<file path="src/rtl/ubjtag_tap_responder_if.sv">
// ---------------------------------------------------------------------------
// ubjtag_tap_responder_if
// Pin bundle between a JTAG host and the ubjtag_tap_responder target.
//   jtag_tck/jtag_tms/jtag_tdi : host -> target JTAG pins (asynchronous)
//   jtag_tdo                   : target -> host, registered
//   in_ready/in_valid/in_data  : Avalon-ST sink, bytes from fabric to host
//   out_ready/out_valid/out_data : Avalon-ST source, bytes from host to fabric
//   overrun                    : sticky flag, a host byte was dropped
//   active                     : TAP is outside Test-Logic-Reset
// master = host/fabric side, slave = responder.
// ---------------------------------------------------------------------------
interface ubjtag_tap_responder_if;
    logic       jtag_tck;
    logic       jtag_tms;
    logic       jtag_tdi;
    logic       jtag_tdo;
    logic       in_ready;
    logic       in_valid;
    logic [7:0] in_data;
    logic       out_ready;
    logic       out_valid;
    logic [7:0] out_data;
    logic       overrun;
    logic       active;

    modport master (
        output jtag_tck, jtag_tms, jtag_tdi, in_valid, in_data, out_ready,
        input  jtag_tdo, in_ready, out_valid, out_data, overrun, active
    );

    modport slave (
        input  jtag_tck, jtag_tms, jtag_tdi, in_valid, in_data, out_ready,
        output jtag_tdo, in_ready, out_valid, out_data, overrun, active
    );
endinterface

</file>
<file path="src/rtl/ubjtag_tap_responder.sv">
// ---------------------------------------------------------------------------
// ubjtag_tap_responder
// Target-side JTAG responder. TCK/TMS/TDI are oversampled on the system clock
// and drive an IEEE 1149.1 TAP with a 4-bit IR and three DRs: IDCODE (32b),
// BYPASS (1b) and USER (9b {flag,byte} mailbox exchanging one byte each way
// per DR scan over Avalon-ST).
// Ports:
//   clock   : system clock, rising edge
//   reset_n : asynchronous active-low reset
//   bus     : ubjtag_tap_responder_if.slave (JTAG pins, Avalon-ST, status)
// TCK high and low phases must each last at least 4 clock cycles.
// ---------------------------------------------------------------------------
module ubjtag_tap_responder #(
    parameter logic [31:0] IDCODE_VALUE = 32'h0000_0001,
    parameter logic [3:0]  IR_USER      = 4'hC
) (
    input  logic                    clock,
    input  logic                    reset_n,
    ubjtag_tap_responder_if.slave   bus
);
    localparam logic [3:0] IR_IDCODE = 4'h1;

    typedef enum logic [3:0] {
        ST_TLR, ST_RTI, ST_SEL_DR, ST_CAP_DR, ST_SHIFT_DR, ST_EXIT1_DR,
        ST_PAUSE_DR, ST_EXIT2_DR, ST_UPD_DR, ST_SEL_IR, ST_CAP_IR,
        ST_SHIFT_IR, ST_EXIT1_IR, ST_PAUSE_IR, ST_EXIT2_IR, ST_UPD_IR
    } tap_state_t;

    typedef enum logic [1:0] {DR_BYPASS, DR_IDCODE, DR_USER} dr_sel_t;

    logic        tck_meta_r, tck_sync_r, tck_prev_r;
    logic        tms_meta_r, tms_sync_r;
    logic        tdi_meta_r, tdi_sync_r;
    logic        tck_rise_s, tck_fall_s;
    tap_state_t  state_r, next_state_s;
    dr_sel_t     dr_sel_s;
    logic        dr_lsb_s;
    logic [3:0]  ir_r, ir_sr_r;
    logic [31:0] idcode_sr_r;
    logic        bypass_r;
    logic [8:0]  user_sr_r;
    logic        tdo_r, in_ready_r, out_valid_r, overrun_r, active_r;
    logic [7:0]  out_data_r;

    // Two-flop synchronisers on the JTAG pins plus a delayed TCK copy for edge detection.
    always_ff @(posedge clock or negedge reset_n) begin
        if (!reset_n) begin
            tck_meta_r <= 1'b0;
            tck_sync_r <= 1'b0;
            tck_prev_r <= 1'b0;
            tms_meta_r <= 1'b0;
            tms_sync_r <= 1'b0;
            tdi_meta_r <= 1'b0;
            tdi_sync_r <= 1'b0;
        end else begin
            tck_meta_r <= bus.jtag_tck;
            tck_sync_r <= tck_meta_r;
            tck_prev_r <= tck_sync_r;
            tms_meta_r <= bus.jtag_tms;
            tms_sync_r <= tms_meta_r;
            tdi_meta_r <= bus.jtag_tdi;
            tdi_sync_r <= tdi_meta_r;
        end
    end

    assign tck_rise_s = tck_sync_r & ~tck_prev_r;
    assign tck_fall_s = ~tck_sync_r & tck_prev_r;

    // Standard 1149.1 TAP transition table driven by the synchronised TMS.
    always_comb begin
        next_state_s = ST_TLR;
        case (state_r)
            ST_TLR:      next_state_s = tms_sync_r ? ST_TLR      : ST_RTI;
            ST_RTI:      next_state_s = tms_sync_r ? ST_SEL_DR   : ST_RTI;
            ST_SEL_DR:   next_state_s = tms_sync_r ? ST_SEL_IR   : ST_CAP_DR;
            ST_CAP_DR:   next_state_s = tms_sync_r ? ST_EXIT1_DR : ST_SHIFT_DR;
            ST_SHIFT_DR: next_state_s = tms_sync_r ? ST_EXIT1_DR : ST_SHIFT_DR;
            ST_EXIT1_DR: next_state_s = tms_sync_r ? ST_UPD_DR   : ST_PAUSE_DR;
            ST_PAUSE_DR: next_state_s = tms_sync_r ? ST_EXIT2_DR : ST_PAUSE_DR;
            ST_EXIT2_DR: next_state_s = tms_sync_r ? ST_UPD_DR   : ST_SHIFT_DR;
            ST_UPD_DR:   next_state_s = tms_sync_r ? ST_SEL_DR   : ST_RTI;
            ST_SEL_IR:   next_state_s = tms_sync_r ? ST_TLR      : ST_CAP_IR;
            ST_CAP_IR:   next_state_s = tms_sync_r ? ST_EXIT1_IR : ST_SHIFT_IR;
            ST_SHIFT_IR: next_state_s = tms_sync_r ? ST_EXIT1_IR : ST_SHIFT_IR;
            ST_EXIT1_IR: next_state_s = tms_sync_r ? ST_UPD_IR   : ST_PAUSE_IR;
            ST_PAUSE_IR: next_state_s = tms_sync_r ? ST_EXIT2_IR : ST_PAUSE_IR;
            ST_EXIT2_IR: next_state_s = tms_sync_r ? ST_UPD_IR   : ST_SHIFT_IR;
            ST_UPD_IR:   next_state_s = tms_sync_r ? ST_SEL_DR   : ST_RTI;
            default:     next_state_s = ST_TLR;
        endcase
    end

    // DR selection from the current IR; any unknown opcode behaves as BYPASS.
    always_comb begin
        if (ir_r == IR_USER) begin
            dr_sel_s = DR_USER;
        end else if (ir_r == IR_IDCODE) begin
            dr_sel_s = DR_IDCODE;
        end else begin
            dr_sel_s = DR_BYPASS;
        end
    end

    // LSB of whichever DR is currently selected, for TDO.
    always_comb begin
        dr_lsb_s = 1'b0;
        case (dr_sel_s)
            DR_USER:   dr_lsb_s = user_sr_r[0];
            DR_IDCODE: dr_lsb_s = idcode_sr_r[0];
            DR_BYPASS: dr_lsb_s = bypass_r;
            default:   dr_lsb_s = 1'b0;
        endcase
    end

    // TAP state, shift registers, mailbox handshakes and registered outputs.
    always_ff @(posedge clock or negedge reset_n) begin
        if (!reset_n) begin
            state_r     <= ST_TLR;
            ir_r        <= IR_IDCODE;
            ir_sr_r     <= 4'b0001;
            idcode_sr_r <= 32'h0000_0000;
            bypass_r    <= 1'b0;
            user_sr_r   <= 9'h000;
            tdo_r       <= 1'b0;
            in_ready_r  <= 1'b0;
            out_valid_r <= 1'b0;
            out_data_r  <= 8'h00;
            overrun_r   <= 1'b0;
            active_r    <= 1'b0;
        end else begin
            in_ready_r <= 1'b0;
            if (out_valid_r && bus.out_ready) begin
                out_valid_r <= 1'b0;
            end
            // in_ready is high in the first clock spent in Capture-DR; the
            // mailbox samples the sink in that same cycle so the load and the
            // handshake refer to identical in_valid/in_data values.
            if (in_ready_r) begin
                user_sr_r <= {bus.in_valid, bus.in_valid ? bus.in_data : 8'h00};
            end
            if (tck_rise_s) begin
                state_r  <= next_state_s;
                active_r <= (next_state_s != ST_TLR);
                case (state_r)
                    ST_SHIFT_IR: ir_sr_r <= {tdi_sync_r, ir_sr_r[3:1]};
                    ST_SHIFT_DR: begin
                        case (dr_sel_s)
                            DR_USER:   user_sr_r   <= {tdi_sync_r, user_sr_r[8:1]};
                            DR_IDCODE: idcode_sr_r <= {tdi_sync_r, idcode_sr_r[31:1]};
                            default:   bypass_r    <= tdi_sync_r;
                        endcase
                    end
                    default: ;
                endcase
                case (next_state_s)
                    ST_TLR: begin
                        ir_r      <= IR_IDCODE;
                        overrun_r <= 1'b0;
                    end
                    ST_CAP_IR: ir_sr_r <= 4'b0001;
                    ST_UPD_IR: ir_r    <= ir_sr_r;
                    ST_CAP_DR: begin
                        case (dr_sel_s)
                            DR_USER:   in_ready_r  <= 1'b1;
                            DR_IDCODE: idcode_sr_r <= IDCODE_VALUE;
                            default:   bypass_r    <= 1'b0;
                        endcase
                    end
                    ST_UPD_DR: begin
                        if (dr_sel_s == DR_USER && user_sr_r[8]) begin
                            // A held byte is replaced only if it leaves in this very cycle.
                            if (!out_valid_r || bus.out_ready) begin
                                out_data_r  <= user_sr_r[7:0];
                                out_valid_r <= 1'b1;
                            end else begin
                                overrun_r <= 1'b1;
                            end
                        end
                    end
                    default: ;
                endcase
            end
            if (tck_fall_s) begin
                case (state_r)
                    ST_SHIFT_IR: tdo_r <= ir_sr_r[0];
                    ST_SHIFT_DR: tdo_r <= dr_lsb_s;
                    default:     ;
                endcase
            end
        end
    end

    assign bus.jtag_tdo  = tdo_r;
    assign bus.in_ready  = in_ready_r;
    assign bus.out_valid = out_valid_r;
    assign bus.out_data  = out_data_r;
    assign bus.overrun   = overrun_r;
    assign bus.active    = active_r;
endmodule

</file>
<file path="src/flat_wrapper.sv">
// flat-port wrapper written by rule: the top's interface ports become plain ports
module ubjtag_tap_responder_flat 
#(
    parameter logic [31:0] IDCODE_VALUE = 32'h0000_0001,
    parameter logic [3:0]  IR_USER      = 4'hC
)
  (clock, reset_n, bus_jtag_tck, bus_jtag_tms, bus_jtag_tdi, bus_in_valid, bus_in_data, bus_out_ready, bus_jtag_tdo, bus_in_ready, bus_out_valid, bus_out_data, bus_overrun, bus_active);
  ubjtag_tap_responder_if bus_i ();
  input  logic clock;
  input  logic reset_n;
  input wire logic [$bits(bus_i.jtag_tck)-1:0] bus_jtag_tck;
  input wire logic [$bits(bus_i.jtag_tms)-1:0] bus_jtag_tms;
  input wire logic [$bits(bus_i.jtag_tdi)-1:0] bus_jtag_tdi;
  input wire logic [$bits(bus_i.in_valid)-1:0] bus_in_valid;
  input wire logic [$bits(bus_i.in_data)-1:0] bus_in_data;
  input wire logic [$bits(bus_i.out_ready)-1:0] bus_out_ready;
  output wire logic [$bits(bus_i.jtag_tdo)-1:0] bus_jtag_tdo;
  output wire logic [$bits(bus_i.in_ready)-1:0] bus_in_ready;
  output wire logic [$bits(bus_i.out_valid)-1:0] bus_out_valid;
  output wire logic [$bits(bus_i.out_data)-1:0] bus_out_data;
  output wire logic [$bits(bus_i.overrun)-1:0] bus_overrun;
  output wire logic [$bits(bus_i.active)-1:0] bus_active;
  assign bus_i.jtag_tck = bus_jtag_tck;
  assign bus_i.jtag_tms = bus_jtag_tms;
  assign bus_i.jtag_tdi = bus_jtag_tdi;
  assign bus_i.in_valid = bus_in_valid;
  assign bus_i.in_data = bus_in_data;
  assign bus_i.out_ready = bus_out_ready;
  assign bus_jtag_tdo = bus_i.jtag_tdo;
  assign bus_in_ready = bus_i.in_ready;
  assign bus_out_valid = bus_i.out_valid;
  assign bus_out_data = bus_i.out_data;
  assign bus_overrun = bus_i.overrun;
  assign bus_active = bus_i.active;
  ubjtag_tap_responder #(.IDCODE_VALUE(IDCODE_VALUE), .IR_USER(IR_USER)) u_core (.clock(clock), .reset_n(reset_n), .bus(bus_i));
endmodule
</file>
<file path="config.mk">
export PLATFORM = sky130hd
export DESIGN_NAME = ubjtag_tap_responder_flat
export DESIGN_NICKNAME = d
export VERILOG_FILES = /design/src/rtl/ubjtag_tap_responder_if.sv /design/src/rtl/ubjtag_tap_responder.sv /design/src/flat_wrapper.sv
export SDC_FILE = /design/constraint.sdc
export NUM_CORES = 1
export LEC_CHECK = 0
export CAP_MARGIN = 5
export CORE_MARGIN = 2
export CORE_UTILIZATION = 50
export DETAILED_ROUTE_END_ITERATION = 12
export PLACE_DENSITY_LB_ADDON = 0.15
export SETUP_SLACK_MARGIN = 0.5
export SLEW_MARGIN = 20
export SYNTH_ARGS = -nofsm -noshare
export SYNTH_HDL_FRONTEND = slang
export SYNTH_SLANG_ARGS = --single-unit
</file>
<file path="constraint.sdc">
create_clock -name clock -period 3.2 [get_ports clock]
set_clock_uncertainty 0.2 [all_clocks]
set_input_delay 0.64 -clock clock [delete_from_list [all_inputs] [get_ports clock]]
set_output_delay 0.64 -clock clock [all_outputs]
set_load 0.03 [all_outputs]
</file>
-- Yosys cells after proc, flatten, opt, wreduce, memory -nomap -nowiden
Index checks and enable logic that the tools add are counted.
- input port bits: 15
- bits in registers: 74
- mux-type cells: 44
- bitwise logic cells: 4
- reduce and logical (&&, ||, !) cells: 21
- eq/ne operators: 25
- operator list (kind ; number):
    two-way mux 32 bit ; 4
    equality test 4 bit, second input constant ; 12
    one-hot mux 4 bit (12 select lines) ; 1
    two-way mux 9 bit ; 4
    two-way mux 4 bit ; 6
    two-way mux 1 bit ; 18
    equality test 4 x 3 -> 1 bit, second input constant ; 4
    equality test 4 x 2 -> 1 bit, second input constant ; 3
    equality test 4 x 1 -> 1 bit, second input constant ; 2
    zero test 4 bit ; 2
    two-way mux 2 bit ; 4
    two-way mux 8 bit ; 1
    one-hot mux 4 bit (2 select lines) ; 1
    AND reduction 4 bit ; 2
    nonzero test 2 bit ; 4
    two-way mux 3 bit ; 2
    AND reduction 2 bit ; 3
    OR reduction 2 bit ; 3
    one-hot mux 1 bit (2 select lines) ; 2
    nonzero test 4 bit ; 1
    one-hot mux 1 bit (3 select lines) ; 1
    OR reduction 3 bit ; 1
    AND 1 bit ; 2
    equality test 2 x 1 -> 1 bit, second input constant ; 1
    other kinds (8) ; 10

-- Logic depth before layout (Yosys ltp)
Gate-level depths: netlist of the first run.
- depth after elaboration: 9
- gate-level depth with buffers: 7

-- Least setup slack after synthesis of the first run
No wires, ideal clock.
- kind: reg-to-reg
- from: register u_core.ir_r[1]
- to: register u_core.out_data_r[0] (netlist: u_core.bus.out_data[0])
- library setup time: 125 ps
- required time: 2875 ps
- cell stages (with the launch flop): 6
- period minus slack after synthesis: 2203 ps
- setup slack: 997 ps
- buffers on the path: 1
- data arrival time: 1878 ps
- cells stage by stage: dfrtp_1 > or3b_4 > or4_4 > nor2b_4 > buf_12 > mux2_4
- longest elaborated chain between the ends: 6
- elaborated cells on any way between the ends: 7
- ends and longest elaborated chain (what ; line ; RTL):
    from (decl) ; ubjtag_tap_responder.sv:38 ; logic [3:0] ir_r, ir_sr_r;
    from (signal assigned) ; ubjtag_tap_responder.sv:161 ; ST_UPD_IR: ir_r <= ir_sr_r;
    equality test 4 x 1 -> 1 bit ; ubjtag_tap_responder.sv:97 ; end else if (ir_r == IR_IDCODE) begin
    two-way mux 1 bit ; ubjtag_tap_responder.sv:97 ;
    two-way mux 2 bit * ; ubjtag_tap_responder.sv:95 ; if (ir_r == IR_USER) begin
    equality test 2 bit * ; ubjtag_tap_responder.sv:170 ; if (dr_sel_s == DR_USER && user_sr_r[8]) begin
    logical AND 1 bit * ; ubjtag_tap_responder.sv:170 ;
    AND reduction 4 bit (no source line) * ; -- ;
    to (signal assigned) ; ubjtag_tap_responder.sv:173 ; out_data_r <= user_sr_r[7:0];
    to (decl) ; ubjtag_tap_responder.sv:43 ; logic [7:0] out_data_r;
Mark *: on every way between the ends. The rest lies on a longest branch, timed or not.
A chain may end at the register's enable or synchronous reset.

-- Worst setup path in the final report of the first run
- from: register u_core.in_ready_r (netlist: u_core.bus.in_ready)
- to: output bus_in_ready
- RTL lines (what ; line ; RTL):
    from (decl) ; ubjtag_tap_responder.sv:42 ; logic tdo_r, in_ready_r, out_valid_r, overrun_r, active_r;
    from (signal assigned) ; ubjtag_tap_responder.sv:125 ; in_ready_r <= 1'b0;
    from (signal assigned) ; ubjtag_tap_responder.sv:131 ; in_ready_r <= 1'b0;
    from (signal assigned) ; ubjtag_tap_responder.sv:164 ; DR_USER: in_ready_r <= 1'b1;
    to (decl) ; flat_wrapper.sv:18 ; output wire logic [$bits(bus_i.in_ready)-1:0] bus_in_ready;
No word-level cell between the ends.

==> run_results.csv, run 1 <==
group,metric,value,unit
outcome,status,"complete, no violations",
cells_and_area,fin_util,61.4,%
worst_setup_path,slowest_stage,"clkdlybuf4s50_1",
pwr,power,2.32,mW
worst_setup_path,startpoint_type,"register",
worst_setup_path,worst-path-buf-inv,1,
logic_synthesis,syn_area,3160,um^2
global_route,antenna_found_initial,0,
global_route,grt_pass1_wl,9610,um
clock_tree,clk_pin_slew,0.07,ns
routing,viasPerCell,5.58,
floorplan,pin_count,28,
routing,route.vias.total,2016,
routing,drt_iter0_markers,89,
logic_synthesis,ys_types,49,
pwr,p_per_area,626,nW/um^2
min_path,hold-path-endpoint,"u_core.tdi_sync_r",
logic_synthesis,ys.flop_type,"dfrtp_1",
worst_setup_path,reg2reg_depth,4,
floorplan,die_width,83.5,um
global_route,gr-total-overflow,0,
floorplan,coreArea,6030,um^2
cells_and_area,area_growth_syn_to_layout,17.0,%
worst_setup_path,end_kind,"output port",
floorplan,die_y,83.5,um
sta,max_slew_margin,31.9,%
clock_tree,clock-sinks,74,
sta,setup_viol,0,
worst_setup_path,critPathMaxFanout,12,
routing,wl_per_cell,15.1,um
logic_synthesis,synth_warnings,0,
placement,place_ws,0.778,ns
routing,remaining_drc_errors,0,
routing,met1_length,2610,um
worst_setup_path,critPathTopFamily,"buffers and inverters",
cells_and_area,drive_gt1_share,15.0,%
sta,fmaxAchievable,404,MHz
placement,placed_cells,344,
sta,fin_setup_tns,0,ns
worst_setup_path,cp.required,2.36,ns
sta,rsz0062_at_grt,"false",
cells_and_area,stdcell_count,361,
clock_tree,insertion_delay,0.35,ns
sta,worst_slack,0.726,ns
floorplan,die_area,6980,um^2
cells_and_area,final_nets,296,
min_path,hold_path.class,"reg2reg",
min_path,whs_path_depth,0,
logic_synthesis,yosysSeqAreaShare,58.6,%
logic_synthesis,synthArstFlopShare,100,%
worst_setup_path,path_depth,1,
sta,finalCritPeriodShare,77.3,%
routing,wl_met2,2520,um
worst_setup_path,r2r_start,"u_core.ir_r[0]",
routing,dr.max_layer_used,"met4",
worst_setup_path,crit_type,"reg2out",
clock_tree,cts_resized,0,
sta,final_hold_viol_count,0,
sta,fin_crit,2.47,ns
sta,slew_viol_final,0,
global_route,grt_pass1_vias,1957,
logic_synthesis,synthCells,258,
global_route,grt_util_all_layers,17.4,%
placement,dp_hpwl,3570,um
logic_synthesis,syn_avg_cell_area,12.3,um^2
global_route,grt_max_degree,42,
logic_synthesis,ys_ff_latch,74,
logic_synthesis,syn_nets,273,
cells_and_area,diodes,0,
worst_setup_path,cp_cell_sequence,"clkdlybuf4s50_1",
clock_tree,cts_inserted_buffers,9,
clock_tree,cts_buffer_depth,2,
worst_setup_path,slowest_delay,0.74,ns
routing,firstDrtPassIters,4,
placement,gp_congestion,0.791,
worst_setup_path,r2r_end,"u_core.idcode_sr_r[6]",
job,cap_violations,0,
placement,portBuffers,27,
floorplan,rows,28,
logic_synthesis,synth-edff-count,0,
routing,totalWireLength,5440,um
clock_tree,root_buffer,"clkbuf_8",
pwr,ir_worst_vdd,0.000463,V
min_path,min_from,"u_core.tdi_meta_r",
routing,wl_met3,243,um
worst_setup_path,reg2reg_setup_slack,0.77,ns
routing,antenna_left,0,
clock_tree,post_cts_buffers,0,
pwr,p_leak,1.69,nW
worst_setup_path,arrival,1.63,ns
cells_and_area,fillerInstances,492,
floorplan,start_util,52.5,%
clock_tree,htreeDepth,3,
sta,worst_pin_slew,1.02,ns
clock_tree,cts_tree,"done",
[cell usage after synthesis (2+ instances only)]
master / count / area share, %
o41ai_1: 2 / 0.55
dfstp_2: 2 / 1.7
nand3_1: 5 / 0.79
clkbuf_1: 11 / 1.3
o21ai_0: 11 / 1.7
buf_2: 6 / 0.95
dfrtp_1: 72 / 57
nand2b_1: 5 / 0.99
inv_1: 12 / 1.4
a22oi_1: 4 / 0.95
a22o_1: 38 / 11
mux2i_1: 3 / 0.95
nand2_1: 9 / 1.1
o22ai_1: 2 / 0.40
mux2_2: 8 / 2.8
or2_1: 2 / 0.40
nor3_1: 2 / 0.32
nor2_1: 8 / 0.95
mux2_4: 8 / 3.8
a21oi_1: 9 / 1.4
nor2b_1: 11 / 2.2
[placed cells by master (no fill, tap or decap), types with 2 or more instances in the layout]
cell type and instances:
clkbuf_8 9, nor2b_1 11, clkinv_4 2, a21oi_1 9, a22oi_1 4, nor3_1 2, inv_1 12, nand3_1 5
bufinv_16 3, mux2_4 8, clkinv_2 2, nor2_1 8, mux2i_1 3, dfrtp_1 72, o21ai_0 11, a22o_1 38
o41ai_1 2, o22ai_1 2, nand2b_1 5, mux2_2 8, nand2_1 9, buf_4 3, dfstp_2 2, or2_1 2
clkdlybuf4s50_1 26
[worst max-delay path by stage]
| stage | startpoint | slack, ns | to |
|---|---|---|---|
| after floorplan | u_core.ir_r[1] | 1.0 | u_core.bus.out_data[0] |
| after global placement | u_core.ir_r[1] | 0.80 | u_core.bus.out_data[7] |
| after CTS | u_core.bus.in_ready | 0.69 | bus_in_ready |
| after detailed placement | u_core.ir_r[0] | 0.78 | u_core.idcode_sr_r[17] |
| final | u_core.bus.in_ready | 0.73 | bus_in_ready |
| after global routing | u_core.state_r[2] | 0.52 | u_core.idcode_sr_r[6] |
[final cells by class]
type	count	area [um^2]	share of cell area, %
Sequential cell	74	1850	50.1
Clock inverter	7	118	3.18
Tap cell	75	93.8	2.54
Multi-Input combinational cell	153	1170	31.6
Clock buffer	9	124	3.35
Inverter	12	45.0	1.22
Timing Repair Buffer	31	298	8.05
[logic make-up after synthesis]
family / after synthesis / synth area share, %
simple gates: 58 / 11.1
compound gates: 76 / 18.2
buf+inv: 31 / 4.43
mux: 19 / 7.60
flops: 74 / 58.6
[metrics by stage]
| stage | instance area [um^2] | hold WS, ns |
|---|---|---|
| 2_1_floorplan | 3160 | 0.131 |
| 3_3_place_gp | 3450 | 0.132 |
| 3_5_place_dp | 3450 | 0.135 |
| 4_1_cts | 3700 | 0.152 |
| 5_1_grt | 3700 | 0.157 |
| 6_report | 3700 | 0.151 |
[report_power, final]
group,leakage (nW),internal [mW],switching [mW]
logic,0.581,0.163,0.178
clock network,0.123,0.517,0.346
registers,0.982,1.01,0.101
total,1.69,1.69,0.626
[layer usage]
layer	up-vias	GRT usage [%]
met5	-	0
met2	31	25.2
met1	992	24.7
met3	9	6.53
li1	984	-
met4	0	5.28
[timing repair]
action	CTS	global route
endpoints found under the setup margin	0	0
hold buffers	1	0
endpoints found under the hold margin	5	0
[registers in the layout, indices dropped and copies added (netlist names)]
name / cells
u_core.bus.active: 1
u_core.bus.in_ready: 1
u_core.bus.jtag_tdo: 1
u_core.bus.out_data: 8
u_core.bus.out_valid: 1
u_core.bus.overrun: 1
u_core.bypass_r: 1
u_core.idcode_sr_r: 32
u_core.ir_r: 4
u_core.ir_sr_r: 4
u_core.state_r: 4
u_core.tck_meta_r: 1
u_core.tck_prev_r: 1
u_core.tck_sync_r: 1
u_core.tdi_meta_r: 1
u_core.tdi_sync_r: 1
u_core.tms_meta_r: 1
u_core.tms_sync_r: 1
u_core.user_sr_r: 9
No activity file was read; power rests on OpenSTA's default activity.
==> inputs of run 2 (changes only) <==
clock period = 2.3 ns   (was 3.2 ns; I/O delays follow)
==> run 2 against run 1 <==
Net effect: hold slack worse by 0.0020 ns; critical path depth increased by 4; largest cell class unchanged; non-clock buffer count increased by 20; cell area grew 5.8%; routed wire length is 6.9% higher; critical endpoint is now u_core.bus.out_data[4]; largest power group unchanged; register-to-register slack lost 0.62 ns.
==> run_results.csv, run 2 (synthesized netlist as in run 1, its figures left out) <==
group,metric,value,unit
routing,antenna_left,0,
cells_and_area,final_nets,316,
cells_and_area,diodes,0,
pwr,swShare,27.2,%
sta,worst_slack,0.154,ns
worst_setup_path,startpoint_type,"register",
cells_and_area,area_growth_syn_to_layout,23.8,%
placement,post_dp_cell_area,3540,um^2
pwr,seqPwrFrac,44.5,%
global_route,grt_pass1_vias,2139,
sta,setup_viol,0,
pwr,p_per_area,853,nW/um^2
worst_setup_path,cp.required,2.32,ns
placement,portBuffers,27,
job,cap_violations,0,
cells_and_area,design_area,3920,um^2
worst_setup_path,crit_type,"reg2reg",
pwr,ir_worst_vdd,0.000560,V
sta,hold_slack,0.149,ns
floorplan,start_util,52.5,%
floorplan,coreArea,6030,um^2
global_route,grt_util_met2,28.3,%
outcome,status,"complete, no violations",
global_route,grt_pass1_wl,10300,um
clock_tree,root_buffer,"clkbuf_8",
pwr,switchingPower,0.909,mW
floorplan,rows,28,
cells_and_area,final_common_cell,"dfrtp_1",
sta,slew_viol_final,0,
cells_and_area,final_cell_mix,"71 x dfrtp_1, 38 x a22o_1, 17 x buf_4",
worst_setup_path,critPathMaxFanout,8,
cells_and_area,regMostFlops,"u_core.idcode_sr_r",
sta,fmaxAchievable,466,MHz
clock_tree,cts_buffer_depth,2,
placement,place_ws,0.0339,ns
routing,drt_iter0_markers,125,
cells_and_area,drive_gt1_share,22.9,%
floorplan,die_y,83.5,um
worst_setup_path,end_kind,"register",
pwr,power,3.34,mW
routing,route.vias.total,2164,
pwr,power_frac_comb,23.2,%
global_route,grt_busiest_layer,"met2",
clock_tree,cts_tree,"done",
placement,dp_hpwl,3680,um
routing,wl_per_cell,15.3,um
global_route,grt_max_degree,75,
sta,fin_crit,2.15,ns
sta,max_slew_margin,74.2,%
floorplan,die_width,83.5,um
sta,fin_setup_tns,0,ns
floorplan,die_area,6980,um^2
sta,worst_pin_slew,0.387,ns
sta,rsz0062_at_grt,"true",
sta,final_hold_viol_count,0,
min_path,hold_path.class,"reg2reg",
routing,viasPerCell,5.68,
pwr,p_clk_share,32.3,%
clock_tree,cts_inserted_buffers,9,
global_route,use_met3,6.53,%
pwr,internal_power,2.43,mW
floorplan,pin_count,28,
global_route,gr-total-overflow,0,
placement,gp_congestion,0.743,
cells_and_area,largest_reg_flops,32,
clock_tree,insertion_delay,0.34,ns
global_route,grt_use_met1,25.3,%
pwr,p_leak,1.84,nW
global_route,grt_util_all_layers,18.6,%
routing,totalWireLength,5820,um
clock_tree,htreeDepth,3,
routing,remaining_drc_errors,0,
global_route,antenna_found_initial,0,
clock_tree,clock-sinks,74,
sta,finalCritPeriodShare,93.3,%
routing,firstDrtPassIters,4,
worst_setup_path,arrival,2.17,ns
clock_tree,clk_pin_slew,0.07,ns
==> run 2: cell count changes in the layout (fill, tap and decap cells not counted), moves of 2 or more <==
cell / previous run / this run
clkbuf_1: 0 / 3
clkbuf_2: 0 / 2
dlygate4sd2_1: 0 / 4
buf_12: 0 / 3
buf_4: 3 / 17
buf_6: 0 / 2
clkdlybuf4s15_1: 0 / 7
clkinv_4: 2 / 0
nor2b_1: 11 / 9
clkdlybuf4s50_1: 26 / 13
==> run 2: worst paths after layout <==
path                                   startpoint                endpoint  slack (ns)  cells after the start
worst min-delay path            u_core.tdi_meta_r       u_core.tdi_sync_r        0.15                      0
worst max-delay path               u_core.ir_r[1]  u_core.bus.out_data[4]        0.15                      5
worst min register to register  u_core.tdi_meta_r       u_core.tdi_sync_r        0.15                      0
worst max register to register     u_core.ir_r[1]  u_core.bus.out_data[4]        0.15                      5
min in group asynchronous                 reset_n  u_core.bus.out_data[4]        0.47                      3
max in group asynchronous                 reset_n       u_core.ir_sr_r[0]        1.08                      3
==> run 2: per-stage QoR <==
step,std cells,utilization [%]
3_5_place_dp,351,58.7
3_3_place_gp,351,58.7
6_report,381,65.0
2_1_floorplan,258,-
5_1_grt,381,65.0
4_1_cts,374,63.5
==> run 2: routing by layer <==
metal / share of wire [%] / up-vias
li1: - / 1027
met1: 46 / 1072
met2: 47 / 53
met3: 4.6 / 12
met4: 2.0 / 0
met5: 0 / -
==> run 2: final cells by class <==
| cell class | instances | area (um^2) |
|---|---|---|
| Inverter | 12 | 45.0 |
| Multi-Input combinational cell | 153 | 1220 |
| Timing Repair Buffer | 51 | 485 |
| Fill cell | 480 | 2110 |
| Clock buffer | 13 | 149 |
| Tap cell | 75 | 93.8 |
| Sequential cell | 74 | 1860 |
| Clock inverter | 3 | 65.1 |
==> run 2: power by group through the flow <==
stage	Clock [mW]	Sequential, mW	Combinational, mW
floorplan	0	1.50	0.420
global placement	0	1.51	0.595
detailed placement	0	1.51	0.608
CTS	1.11	1.49	0.654
global route	1.17	1.50	0.851
finish	1.08	1.49	0.774
==> run 2: worst max-delay path, stage by stage (launching register included) <==
cell	delay [ns]
dfrtp_1	0.40
or3b_4	0.41
or4_4	0.45
nor2b_4	0.14
buf_12	0.14
mux2_4	0.30
==> run 2: what timing repair did <==
| action | in CTS | in global routing |
|---|---|---|
| buffers inserted | 6 | 7 |
| resized for setup | 20 | 19 |
| setup endpoints to repair | 67 | 62 |
| endpoints found under the hold margin | 72 | 0 |
| pin swaps | 4 | 7 |
| hold buffers | 1 | 0 |
==> inputs of run 3 (changes only) <==
CORE_UTILIZATION = 45   (was 50)
==> run 3 against run 2 <==
Net effect: global-route usage fell by 1.9 points; sequential cell count is the same; fmax decreased by 0.95%; via count rose by 0.60%; clock power increased by 11%; highest routed layer unchanged; combinational power rose by 7.1%; power up 5.1%.
==> run_results.csv, run 3 (synthesized netlist as in run 1, its figures left out) <==
group,metric,value,unit
cells_and_area,diodes,0,
global_route,grt_pass1_wl,9940,um
worst_setup_path,worst-path-buf-inv,1,
floorplan,pin_count,28,
pwr,ir_worst_vdd,0.000395,V
routing,viasPerCell,5.30,
placement,dp_hpwl,3770,um
global_route,antenna_found_initial,0,
global_route,grt_pass1_vias,2086,
routing,remaining_drc_errors,0,
placement,portBuffers,27,
routing,dr.max_layer_used,"met4",
cells_and_area,final_nets,325,
clock_tree,insertion_delay,0.34,ns
cells_and_area,drive_gt1_share,27.3,%
outcome,status,"complete, no violations",
worst_setup_path,cp.required,2.32,ns
floorplan,rows,30,
routing,totalWireLength,6170,um
sta,fin_crit,2.17,ns
routing,wl_met2,2840,um
cells_and_area,final_common_cell,"dfrtp_1",
worst_setup_path,crit_type,"reg2reg",
global_route,grt_max_degree,47,
sta,fmaxAchievable,462,MHz
sta,hold_slack,0.154,ns
clock_tree,cts_inserted_buffers,9,
cells_and_area,multi_input_area,1250,um^2
cells_and_area,fillerInstances,544,
sta,setup_viol,0,
clock_tree,cts_buffer_depth,2,
clock_tree,clock-sinks,74,
pwr,p_leak,1.92,nW
sta,worst_pin_slew,0.398,ns
worst_setup_path,critPathTopFamily,"simple AND/OR/NAND/NOR gates",
cells_and_area,regMostFlops,"u_core.idcode_sr_r",
pwr,power,3.51,mW
worst_setup_path,end_kind,"register",
clock_tree,root_buffer,"clkbuf_8",
routing,wl_per_cell,15.0,um
floorplan,die_area,7720,um^2
cells_and_area,fin_util,60.4,%
routing,antenna_left,0,
worst_setup_path,cp_cell_sequence,"or3b_4 -> or4_4 -> nor2b_4 -> buf_12 -> mux2_4",
job,cap_violations,0,
global_route,grt_util_all_layers,16.7,%
routing,route.vias.total,2177,
clock_tree,cts_tree,"done",
worst_setup_path,slowest_stage,"or4_4",
floorplan,coreArea,6790,um^2
sta,finalCritPeriodShare,94.2,%
worst_setup_path,startpoint_type,"register",
routing,wl_met3,304,um
sta,final_hold_viol_count,0,
routing,drt_iter0_markers,90,
sta,slew_viol_final,0,
global_route,gr-total-overflow,0,
floorplan,die_y,87.8,um
routing,firstDrtPassIters,4,
clock_tree,clk_pin_slew,0.08,ns
floorplan,start_util,46.6,%
cells_and_area,largest_reg_flops,32,
worst_setup_path,critPathMaxFanout,8,
placement,gp_congestion,0.800,
pwr,p_per_area,856,nW/um^2
sta,rsz0062_at_grt,"true",
sta,max_slew_margin,73.4,%
floorplan,die_width,87.8,um
clock_tree,htreeDepth,3,
worst_setup_path,slowest_delay,0.44,ns
cells_and_area,final_cell_mix,"70 x dfrtp_1, 38 x a22o_1, 22 x buf_4",
sta,fin_setup_tns,0,ns
cells_and_area,ff_latch_area,1860,um^2
cells_and_area,area_growth_syn_to_layout,29.7,%
min_path,hold_path.class,"reg2reg",
routing,met1_length,2930,um
worst_setup_path,arrival,2.19,ns
-- run 3: cell types whose count changed in the layout (fill, tap and decap cells not counted), moves of 2 or more --
cell | before | now
clkdlybuf4s15_1 | 7 | 5
clkbuf_1 | 3 | 1
clkinv_4 | 0 | 2
buf_4 | 17 | 22
or2_1 | 2 | 0
or2_4 | 0 | 2
dlygate4sd2_1 | 4 | 7
buf_6 | 2 | 5
-- run 3: stage by stage --
step	std cells	instance area (um^2)	setup slack [ns]
after floorplan	258	3190	0.203
after global placement	373	3590	0.0722
after detailed placement	373	3590	0.0320
after CTS	399	3920	0.129
after global routing	411	4100	0.0812
final	411	4100	0.134
-- run 3: timing repair --
action | 4_1_cts | 5_1_grt
buffers inserted | 9 | 10
hold buffers | 1 | 0
endpoints found under the setup margin | 64 | 61
pin swaps | 4 | 9
cloned | 0 | 2
hold endpoints to repair | 26 | 0
resized for setup | 17 | 25
-- run 3: worst register-to-register path, stage by stage (launching register included) --
cell	delay [ns]
dfrtp_1	0.40
or3b_4	0.42
or4_4	0.45
nor2b_4	0.14
buf_12	0.14
mux2_4	0.30
-- run 3: report_power, final --
part	internal [mW]	total, mW	switching (mW)
Combinational	0.401	0.829	0.428
Clock	0.725	1.20	0.479
Sequential	1.41	1.48	0.0695
Total	2.53	3.51	0.977
-- run 3: layout make-up --
cell class,count,share of cell area [%]
Tap cell,96,2.93
Multi-Input combinational cell,153,30.5
Timing Repair Buffer,60,14.3
Sequential cell,74,45.3
Inverter,12,1.10
Clock inverter,6,2.81
Clock buffer,10,3.11
-- run 3: final timing paths --
path,start,end,slack [ns],cells after the start
worst max-delay path,u_core.tck_prev_r,u_core.bus.out_data[2],0.13,5
worst min-delay path,u_core.tms_meta_r,u_core.tms_sync_r,0.15,0
worst max register to register,u_core.tck_prev_r,u_core.bus.out_data[2],0.13,5
worst min register to register,u_core.tms_meta_r,u_core.tms_sync_r,0.15,0
max in group asynchronous,reset_n,u_core.idcode_sr_r[7],0.95,3
min in group asynchronous,reset_n,u_core.bus.active,0.39,2
-- run 3: routing by layer --
metal / up-vias / track usage [%]
met5: - / 0
met4: 0 / 6.29
li1: 1039 / -
met2: 53 / 25.3
met3: 8 / 3.96
met1: 1077 / 23.3
